## config.mk

```make
export PLATFORM = sky130hd
export DESIGN_NAME = i2c_reg_access
export DESIGN_NICKNAME = d
export VERILOG_FILES = /design/src/rtl/i2c_reg_access.sv
export SDC_FILE = /design/constraint.sdc
export NUM_CORES = 1
export LEC_CHECK = 0
export BUFFER_PORTS_ARGS = -buffer_cell sky130_fd_sc_hd__buf_4
export CAP_MARGIN = 25
export CORE_ASPECT_RATIO = 0.75
export CORE_MARGIN = 4
export CORE_UTILIZATION = 37
export DETAILED_ROUTE_END_ITERATION = 16
export GPL_TIMING_DRIVEN = 0
export HOLD_SLACK_MARGIN = 0.05
export PLACE_DENSITY_LB_ADDON = 0.2
export SLEW_MARGIN = 40
export SYNTH_ARGS = -nofsm -noshare
export SYNTH_HDL_FRONTEND = slang
export SYNTH_SLANG_ARGS = --single-unit
```

## constraint.sdc

```tcl
create_clock -name clk -period 3 [get_ports clk]
set_input_delay 0.9 -clock clk [delete_from_list [all_inputs] [get_ports clk]]
set_output_delay 0.9 -clock clk [all_outputs]
set_load 0.02 [all_outputs]
```

## src/rtl/i2c_reg_access.sv

```systemverilog
// i2c_reg_access: sequences single-byte I2C register writes/reads into byte-level core operations.
module i2c_reg_access #(
  parameter logic [2:0] G_CMD_START   = 3'd1,
  parameter logic [2:0] G_CMD_RESTART = 3'd2,
  parameter logic [2:0] G_CMD_STOP    = 3'd3,
  parameter logic [2:0] G_CMD_TXBYTE  = 3'd4,
  parameter logic [2:0] G_CMD_RXBYTE  = 3'd5
) (
  input  logic       clk,
  input  logic       rst,
  input  logic       req_i,
  input  logic       rnw_i,
  input  logic [6:0] dev_adr_i,
  input  logic [7:0] reg_adr_i,
  input  logic [7:0] wdata_i,
  output logic       busy_o,
  output logic       done_o,
  output logic       err_o,
  output logic [7:0] rdata_o,
  output logic [2:0] core_cmd_o,
  output logic       core_start_o,
  output logic [7:0] core_txd_o,
  output logic       core_txack_o,
  input  logic       core_done_i,
  input  logic       core_rxack_i,
  input  logic [7:0] core_rxd_i
);
  typedef enum logic [1:0] {S_IDLE, S_ISSUE, S_WAIT, S_DONE} state_t;
  state_t     state;
  logic [2:0] step, nxt, ncmd;
  logic [7:0] ntxd, radr, wdat, rbuf;
  logic [6:0] dev;
  logic       rnw, err, nack;
  assign core_txack_o = 1'b1;
  assign nack = core_cmd_o == G_CMD_TXBYTE && core_rxack_i;
  // a NACK skips straight to the closing STOP so the bus is never left open
  assign nxt = nack ? (rnw ? 3'd6 : 3'd4) : step + 3'd1;
  always_comb begin
    ncmd = G_CMD_TXBYTE;
    ntxd = 8'h00;
    case ({rnw, nxt})
      4'b0_001, 4'b1_001: ntxd = {dev, 1'b0};
      4'b0_010, 4'b1_010: ntxd = radr;
      4'b0_011: ntxd = wdat;
      4'b1_011: ncmd = G_CMD_RESTART;
      4'b1_100: ntxd = {dev, 1'b1};
      4'b1_101: ncmd = G_CMD_RXBYTE;
      default: ncmd = G_CMD_STOP;
    endcase
  end
  // outputs are loaded on the transition into a state so they are valid during it
  always_ff @(posedge clk or posedge rst)
    if (rst) begin
      state <= S_IDLE;
      step <= '0;
      rnw <= 1'b0;
      dev <= '0;
      radr <= '0;
      wdat <= '0;
      rbuf <= '0;
      err <= 1'b0;
      busy_o <= 1'b0;
      done_o <= 1'b0;
      err_o <= 1'b0;
      rdata_o <= '0;
      core_cmd_o <= '0;
      core_start_o <= 1'b0;
      core_txd_o <= '0;
    end else begin
      core_start_o <= 1'b0;
      done_o <= 1'b0;
      case (state)
        S_IDLE: if (req_i) begin
          rnw <= rnw_i;
          dev <= dev_adr_i;
          radr <= reg_adr_i;
          wdat <= wdata_i;
          step <= '0;
          err <= 1'b0;
          err_o <= 1'b0;
          busy_o <= 1'b1;
          core_cmd_o <= G_CMD_START;
          core_txd_o <= '0;
          core_start_o <= 1'b1;
          state <= S_ISSUE;
        end
        S_ISSUE: state <= S_WAIT;
        S_WAIT: if (core_done_i) begin
          if (core_cmd_o == G_CMD_STOP) begin
            done_o <= 1'b1;
            busy_o <= 1'b0;
            err_o <= err;
            if (!err && rnw) rdata_o <= rbuf;
            state <= S_DONE;
          end else begin
            if (nack) err <= 1'b1;
            if (core_cmd_o == G_CMD_RXBYTE) rbuf <= core_rxd_i;
            step <= nxt;
            core_cmd_o <= ncmd;
            core_txd_o <= ntxd;
            core_start_o <= 1'b1;
            state <= S_ISSUE;
          end
        end
        S_DONE: state <= S_IDLE;
      endcase
    end
endmodule

```

==> results of run 1 <==
[logic make-up after synthesis]
family                     count (synthesis)
and+or+nand+nor                           51
muxes                                     41
DFF                                       61
buffers and inverters                     17
xor gates and xnor gates                   2
AOI/OAI and AO/OA                         46
other                                      1
adders and majority gates                  1
[sequential cells by signal, summed over array words and instances (netlist names), 2 cells and up]
| name | cells |
|---|---|
| state | 2 |
| wdat | 8 |
| radr | 8 |
| core_cmd_o | 3 |
| dev | 7 |
| rbuf | 8 |
| core_txd_o | 8 |
| step | 3 |
| rdata_o | 8 |
[synthesized netlist by cell type (all sizes together) (2+ instances only)]
cell,number,area share
dfrtp,61,0.56
nand2b,4,0.0092
clkbuf,4,0.0055
nand3,2,0.0037
a22o,10,0.032
nor2,8,0.012
nand3b,9,0.025
a21oi,9,0.016
o22ai,7,0.016
o21ai,13,0.024
nor3b,7,0.019
buf,7,0.014
nand2,14,0.022
inv,6,0.0082
mux2,40,0.16
[cell type report]
type / count / area share
inverter: 6 / 0.007040
multi-input combinational: 142 / 0.3186
buffer: 11 / 0.01478
timing repair buffer: 60 / 0.1302
clock inverter: 3 / 0.01901
clock buffer: 12 / 0.04646
sequential: 61 / 0.4294
tap: 98 / 0.03450
[metal layers]
metal,part of all wire,wire length [µm],up-vias
met4,0.011,65,0
met3,0.053,324,8
met2,0.44,2677,45
li1,-,-,940
met5,0,0,-
met1,0.49,2989,917
[critical path, cell delays in order (launching register included)]
cell	delay, ns
dfrtp_1	0.48
ha_1	0.31
xnor2_1	0.43
a21oi_1	0.18
a311oi_4	0.48
a32o_1	0.23
[where the power goes]
group	internal (mW)	switching, mW	leakage, nW
Sequential	1.14	0.202	0.773
Clock	0.531	0.300	0.115
Combinational	0.653	0.687	0.758
[worst max path at each step]
stage	to	from	slack, ns	cells past startpoint
floorplan	busy_o	rst	0.59	1
global placement	dev[5]	rst	-0.25	2
detailed placement	core_txd_o[0]	core_rxack_i	0.67	6
CTS	core_txd_o[0]	step[0]	0.84	5
global route	core_txd_o[0]	step[0]	0.70	5
finish	core_txd_o[0]	step[0]	0.83	5
[metrics by stage]
step	cells	hold slack, ns	worst slack (ns)	utilization	instance area [µm²]
after floorplan	220	0.4538	0.5870	-	2734
after global placement	377	0.4725	-0.2529	0.4717	3299
after detailed placement	378	0.4807	0.6687	0.4750	3322
after CTS	393	0.4941	0.8440	0.5082	3555
after global routing	393	0.5044	0.7028	0.5082	3555
final	393	0.4939	0.8257	0.5082	3555
==> results.tsv, run 1 <==
stage	metric	value	unit
timing	min Tclk post-route	2.174	ns
job	Max-Cap Viols	0	
synthesis	flops & latches, synth	61	
synthesis	Seq/Total Area, Yosys	0.5584	
global_route	met2 Use GR	0.2203	
worst_setup_path	Worst Path Max Fanout	8	
cts	post-CTS sizing	0	
global_route	GRT Residual Overflow	0	
timing	final number of setup-violating endpoints	0	
placed_design	placer congestion estimate	0.7975	
synthesis	fraction of the mapped netlist area in adder cells	0.004577	
hold_path	HP Class	flip-flop to flip-flop	
worst_setup_path	Worst Path Class, Setup	flip-flop to flip-flop	
power	Pwr Total	3.513	mW
placed_design	IO Port Bufs	59	
cts	CTS tree	built	
cts	clock root cell	clkbuf_8	
finish	layout cells sized above 1	0.4373	
floorplan	die width	107.3	µm
cts	TritonCTS Buffers	9	
route	Detailed Routing Iterations Pass 1	4	
global_route	global routing usage on met1	0.2126	
cts	H-tree depth	3	
timing	Worst Tran Pin Value	0.6202	ns
route	routed len/inst	15.41	µm
worst_setup_path	worst path arrival time	2.44	ns
worst_setup_path	Critical Path Sink Type	flip-flop	
route	drt first-iter violations	90	
timing	relative slew slack	0.5834	
worst_setup_path	setup slack, reg-to-reg	0.83	ns
timing	clock skew	0.009676	ns
global_route	first-pass GRT wire length	10.23	mm
worst_setup_path	R2R depth	5	
cts	Sink Count	61	
finish	Area Growth Syn to Fin	30.02	%
floorplan	core footprint	6994	µm²
synthesis	asr flop ratio synth	1.000	
placed_design	post-DP HPWL	4.435	mm
cts	worst skew pair latency	0.33	ns
floorplan	Std-Cell Rows	26	
hold_path	worst hold path endpoint	step[1]	
finish	commonest non-fill, non-tap cell in the layout	dfrtp_1	
worst_setup_path	Worst EP required	3.27	ns
route	drt total wl	6.057	mm
global_route	GRT Total Usage	0.1510	
route	drc violations	0	
cts	hold_buf cts	0	
synthesis	largest family of logic cells by synthesized area	multiplexers	
timing	final worst path period share	0.7248	
floorplan	Initial Utilization	0.3909	
finish	area of the multi-input gates	1132	µm²
outcome	status	finished, final reports clean	
timing	Slew Limit Fails	0	
finish	Inserted Diodes	0	
cts	setup repair bufs after CTS	0	
finish	Filler Cell Count	659	
global_route	initial antenna violation count	0	
route	via count	1910	
hold_path	hold wc startpoint	step[1]	
synthesis	number of synthesized flops with an enable pin	0	
synthesis	Cells after Synth	220	
synthesis	syn_nets	258	
synthesis	Synth Area in Simple Gates	0.1172	
synthesis	Netlist cell types	37	
finish	Register Area	1526	µm²
cts	clock buffer depth	2	
worst_setup_path	CP startpoint kind	flip-flop	
synthesis	mux cell area share after synthesis	0.1684	
synthesis	Main synth FF type	dfrtp_1	
power	power density over the cells	988.2	nW/µm²
finish	layout net count	329	
floorplan	# IOs	61	
global_route	met3 Use GR	0.05361	
global_route	layer with the highest usage	met2	
finish	commonest non-fill, non-tap cells in the layout	dfrtp_1 (61), buf_4 (60), mux2_2 (40)	
synthesis	post-synthesis compound-gate area fraction	0.1162	
hold_path	hold path depth	2	
worst_setup_path	Reg-to-Reg Start	step[0]	
global_route	vias in the first global route	2023	
timing	RSZ-0062 raised after global routing	no	
synthesis	Post-Syn Area	2734	µm²
route	Via density	4.860	
timing	Achievable Freq	459.9	MHz
synthesis	Synth Area in XOR/XNOR	0.006407	
floorplan	floorplan die height	82.44	µm
timing	Final Hold Fails	0	
global_route	pin count of the biggest net entering global routing	39	
worst_setup_path	Reg-to-Reg End	core_txd_o[0]	
route	Routed Antenna Nets	0	
floorplan	die area	8842	µm²
synthesis	Synth warnings	0	
cts	clock-pin slew on the worst setup and hold paths	0.07	ns
timing	final setup TNS	0	ns
synthesis	Post-Syn Area per Cell	12.43	µm²
power	Max IR drop VDD	0.3742	mV
power	Leak	1.645	nW
(Power assumes the default switching activity.)
==> run 2, diff against run 1 <==
- clock period: 3 -> 2.1 ns (I/O delays scaled with it)
==> run 2 against run 1 <==
Effect of this change: power up 46%; clock power up 53%; register-to-register slack worse by 0.71 ns; clock-buffer cell count down 3; critical endpoint unchanged; largest cell class unchanged; highest routed layer unchanged.
==> results.tsv, run 2 (synthesis results as in run 1) <==
stage	metric	value	unit
worst_setup_path	Worst Path Max Fanout	10	
timing	Final Hold Fails	0	
timing	min Tclk post-route	1.989	ns
finish	layout cells sized above 1	0.4497	
timing	final number of setup-violating endpoints	0	
timing	Slew Limit Fails	0	
route	routed len/inst	15.21	µm
route	drc violations	0	
power	Comb power frac	0.377	
finish	layout net count	331	
route	Routed Antenna Nets	0	
placed_design	post-DP HPWL	4.561	mm
placed_design	placer congestion estimate	0.7971	
power	power density over the cells	1413	nW/µm²
cts	CTS tree	built	
placed_design	placed instance count	379	
global_route	pin count of the biggest net entering global routing	24	
cts	clock-pin slew on the worst setup and hold paths	0.07	ns
floorplan	die width	107.3	µm
cts	TritonCTS Buffers	9	
worst_setup_path	Critical Path Sink Type	flip-flop	
finish	count of non-filler cells in the finished layout	396	
finish	Inserted Diodes	0	
timing	final worst path period share	0.9470	
worst_setup_path	CP startpoint kind	flip-flop	
floorplan	core footprint	6994	µm²
placed_design	IO Port Bufs	59	
route	drt first-iter violations	61	
power	Pint	3.371	mW
worst_setup_path	Worst Path Class, Setup	flip-flop to flip-flop	
route	Via density	5.010	
outcome	status	finished, final reports clean	
route	drt total wl	6.023	mm
hold_path	HP Class	input port to async pin	
power	Leak	1.663	nW
cts	clock root cell	clkbuf_8	
cts	worst skew pair latency	0.34	ns
floorplan	die area	8842	µm²
power	Max IR drop VDD	0.6561	mV
cts	clock buffer depth	2	
power	sequential share of power	0.374	
route	Detailed Routing Iterations Pass 1	4	
power	Clk pwr share	0.249	
timing	RSZ-0062 raised after global routing	no	
finish	commonest non-fill, non-tap cells in the layout	buf_4 (61), dfrtp_1 (61), mux2_2 (40)	
global_route	GRT Residual Overflow	0	
global_route	vias in the first global route	2064	
timing	final setup TNS	0	ns
worst_setup_path	R2R depth	6	
cts	Sink Count	61	
global_route	first-pass GRT wire length	10.39	mm
timing	Worst Tran Pin Value	0.5660	ns
finish	Area Growth Syn to Fin	32.45	%
timing	relative slew slack	0.6198	
timing	clock skew	0.005950	ns
worst_setup_path	Worst EP required	2.33	ns
power	sw frac	0.3414	
floorplan	floorplan die height	82.44	µm
finish	fin util	0.5177	
cts	hold_buf cts	0	
global_route	GRT Total Usage	0.1539	
finish	Register Area	1526	µm²
cts	H-tree depth	3	
global_route	initial antenna violation count	0	
floorplan	Initial Utilization	0.3909	
finish	area of the multi-input gates	1147	µm²
job	Max-Cap Viols	0	
route	via count	1984	
floorplan	Std-Cell Rows	26	
finish	Filler Cell Count	630	
floorplan	# IOs	61	
power	Psw	1.747	mW
worst_setup_path	worst path arrival time	2.22	ns
timing	Achievable Freq	502.8	MHz
==> run 2: cell types whose count changed in the layout (fill, tap and decap cells not counted), sizes merged <==
| cell | delta |
|---|---|
| clkinvlp | +1 |
| buf | +2 |
| clkinv | +3 |
| inv | -1 |
| bufinv | +1 |
| clkbuf | -3 |
==> run 2: path summary, 6_finish.rpt <==
| kind | from | end | slack (ns) |
|---|---|---|---|
| worst max register to register | step[0] | core_txd_o[0] | 0.11 |
| max in group asynchronous | rst | err | 1.17 |
| worst max-delay path | step[0] | core_txd_o[0] | 0.11 |
| min in group clk | rnw_i | rnw | 0.49 |
| worst min register to register | core_txd_o[5] | core_txd_o[5] | 0.51 |
| worst min-delay path | rst | rdata_o[0] | 0.29 |
==> run 2: cell type report <==
| class | count | share of cell area |
|---|---|---|
| inverter | 6 | 0.007256 |
| sequential | 61 | 0.4216 |
| multi-input combinational | 142 | 0.3169 |
| clock inverter | 7 | 0.03421 |
| clock buffer | 9 | 0.03421 |
| buffer | 11 | 0.01451 |
| timing repair buffer | 62 | 0.1375 |
| tap | 98 | 0.03386 |
==> run 2: what timing repair did <==
| action | 4_1_cts | 5_1_grt |
|---|---|---|
| pin swaps | 0 | 1 |
| setup endpoints to repair | 4 | 8 |
| setup buffers | 0 | 1 |
| endpoints found under the hold margin | 0 | 0 |
| gates resized for setup | 1 | 1 |
==> run 2: through the flow <==
step | setup WS (ns) | hold WS (ns) | area (µm²) | power, mW
final | 0.1113 | 0.2918 | 3621 | 5.118
after global routing | 0.02433 | 0.3190 | 3621 | 5.489
after CTS | 0.02541 | 0.2966 | 3606 | 5.160
after detailed placement | -0.02318 | 0.4934 | 3351 | 3.873
after global placement | -0.02109 | 0.4722 | 3303 | 3.813
after floorplan | 0.2566 | 0.4538 | 2738 | 3.231
==> run 2: power groups by stage <==
stage                     clock [mW]  sequential [mW]  combinational, mW
after detailed placement           0             1.94               1.93
after global routing            1.36             1.99               2.14
after floorplan                    0             2.01               1.22
final                           1.27             1.92               1.93
after CTS                       1.30             1.92               1.94
after global placement             0             1.94               1.88
==> run 2: per-layer routing <==
layer	wire [µm]	vias up	track usage
li1	-	943	-
met1	2889	983	0.2063
met2	2646	50	0.2303
met3	414	8	0.06449
met4	72	0	0.04215
met5	0	-	0
==> run 2: worst max-delay path, stage by stage (launching register included) <==
cell,delay (ns)
dfrtp_1,0.48
ha_1,0.40
clkbuf_1,0.23
and3_1,0.23
o21ai_0,0.13
o21ai_0,0.14
a32o_1,0.28
==> run 3, diff against run 2 <==
- clock period: 2.1 -> 2.2 ns (I/O delays scaled with it)
==> run 3 against run 2 <==
Effect of this change: clock-buffer cell count is 3 higher; register-to-register slack better by 0.02 ns; design area shrank 1.4%; sequential share of layout area is 0.61 points higher; critical endpoint unchanged; global-route usage fell by 0.29 points; die area is the same.
==> results.tsv, run 3 (synthesis results as in run 1) <==
stage	metric	value	unit
floorplan	Std-Cell Rows	26	
route	Detailed Routing Iterations Pass 1	4	
timing	Worst Tran Pin Value	0.6202	ns
timing	final worst path period share	0.9418	
worst_setup_path	crit-path cells	ha_1, xnor2_2, a21oi_1, a311oi_4, a32o_1	
placed_design	IO Port Bufs	59	
route	Routed Antenna Nets	0	
cts	CTS tree	built	
power	Max IR drop VDD	0.5074	mV
floorplan	# IOs	61	
hold_path	HP Class	input port to async pin	
timing	Final Hold Fails	0	
finish	Area Growth Syn to Fin	30.57	%
placed_design	post-DP HPWL	4.435	mm
finish	layout net count	329	
power	power density over the cells	1344	nW/µm²
route	routed len/inst	15.44	µm
cts	clock-pin slew on the worst setup and hold paths	0.07	ns
global_route	vias in the first global route	2023	
cts	hold_buf cts	0	
global_route	GRT Residual Overflow	0	
power	Pint	3.173	mW
worst_setup_path	worst path arrival time	2.34	ns
route	Via density	4.929	
worst_setup_path	Worst EP required	2.47	ns
worst_setup_path	CP startpoint kind	flip-flop	
route	drt first-iter violations	94	
finish	commonest non-fill, non-tap cells in the layout	dfrtp_1 (61), buf_4 (60), mux2_2 (40)	
worst_setup_path	Reg-to-Reg Start	step[0]	
floorplan	floorplan die height	82.44	µm
finish	layout cells sized above 1	0.4441	
route	drc violations	0	
power	Clk pwr share	0.236	
timing	Slew Limit Fails	0	
cts	worst skew pair latency	0.33	ns
floorplan	die area	8842	µm²
worst_setup_path	Worst Path Max Fanout	8	
power	sw frac	0.3383	
route	drt total wl	6.069	mm
finish	commonest non-fill, non-tap cell in the layout	dfrtp_1	
cts	TritonCTS Buffers	9	
power	Leak	1.646	nW
timing	min Tclk post-route	2.072	ns
finish	fin util	0.5104	
timing	final number of setup-violating endpoints	0	
timing	Achievable Freq	482.6	MHz
worst_setup_path	crit path max-delay cell type	dfrtp_1	
global_route	pin count of the biggest net entering global routing	39	
global_route	GRT Total Usage	0.1510	
power	Pwr Total	4.796	mW
worst_setup_path	Worst Setup SP	step[0]	
worst_setup_path	Crit path largest cell delay	0.48	ns
worst_setup_path	Critical Path Sink Type	flip-flop	
global_route	initial antenna violation count	0	
cts	clock root cell	clkbuf_8	
power	sequential share of power	0.382	
cts	post-CTS sizing	0	
power	Comb power frac	0.382	
worst_setup_path	Worst Path Class, Setup	flip-flop to flip-flop	
route	via count	1937	
placed_design	placer congestion estimate	0.7975	
floorplan	Initial Utilization	0.3909	
timing	final setup TNS	0	ns
cts	setup repair bufs after CTS	0	
floorplan	die width	107.3	µm
finish	Inserted Diodes	0	
global_route	first-pass GRT wire length	10.23	mm
power	Psw	1.623	mW
job	Max-Cap Viols	0	
floorplan	core footprint	6994	µm²
cts	H-tree depth	3	
timing	clock skew	0.009655	ns
timing	RSZ-0062 raised after global routing	no	
cts	Sink Count	61	
cts	clock buffer depth	2	
outcome	status	finished, final reports clean	
timing	relative slew slack	0.5835	
[run 3: changes by cell type in the layout (fill, tap and decap cells not counted)]
cell and change:
buf_16 -1, buf_4 -1, bufinv_16 -1, clkbuf_8 +3
clkinv_4 -3, clkinvlp_4 -1, inv_4 +1
[run 3: worst paths after layout]
kind	end	slack [ns]	cells past startpoint
setup reg to reg	core_txd_o[0]	0.13	5
hold / removal	radr[5]	0.29	2
max in group asynchronous	wdat[7]	1.40	3
hold reg to reg	step[1]	0.49	2
min in group clk	step[1]	0.49	2
setup / recovery	core_txd_o[0]	0.13	5
[run 3: final cells by class]
class	instances	area, µm²
Buffer	11	52.55
Sequential cell	61	1526
Clock buffer	12	165.2
Multi-Input combinational cell	142	1147
Timing Repair Buffer	60	462.9
Inverter	6	25.02
Fill cell	659	3425
Tap cell	98	122.6
Clock inverter	3	67.56
[run 3: power by group through the flow]
| stage | clock, mW | combinational [mW] | sequential (mW) |
|---|---|---|---|
| after floorplan | 0 | 1.17 | 1.92 |
| after detailed placement | 0 | 1.83 | 1.85 |
| final | 1.13 | 1.83 | 1.83 |
| after global routing | 1.22 | 2.03 | 1.89 |
| after CTS | 1.17 | 1.85 | 1.83 |
| after global placement | 0 | 1.80 | 1.84 |
[run 3: per-layer routing]
layer | global-route usage | wire length (µm)
met1 | 0.2126 | 2980
met2 | 0.2203 | 2666
met3 | 0.05361 | 354
met4 | 0.04215 | 68
met5 | 0 | 0
[run 3: worst max-delay path, delay by kind of cell (launching register included)]
kind / cells / cell delay [ns]
adders and majority gates: 1 / 0.34
AOI/OAI and AO/OA: 3 / 0.86
DFF: 1 / 0.48
xor gates and xnor gates: 1 / 0.32
[run 3: through the flow]
| stage | hold slack, ns | instance area, µm² | setup slack, ns | instances |
|---|---|---|---|---|
| global placement | 0.4725 | 3299 | -0.8129 | 377 |
| CTS | 0.2804 | 3555 | 0.04404 | 393 |
| finish | 0.2904 | 3570 | 0.1281 | 393 |
| floorplan | 0.4538 | 2734 | 0.02696 | 220 |
| detailed placement | 0.4807 | 3322 | 0.07555 | 378 |
| global route | 0.2974 | 3570 | 0.01131 | 393 |
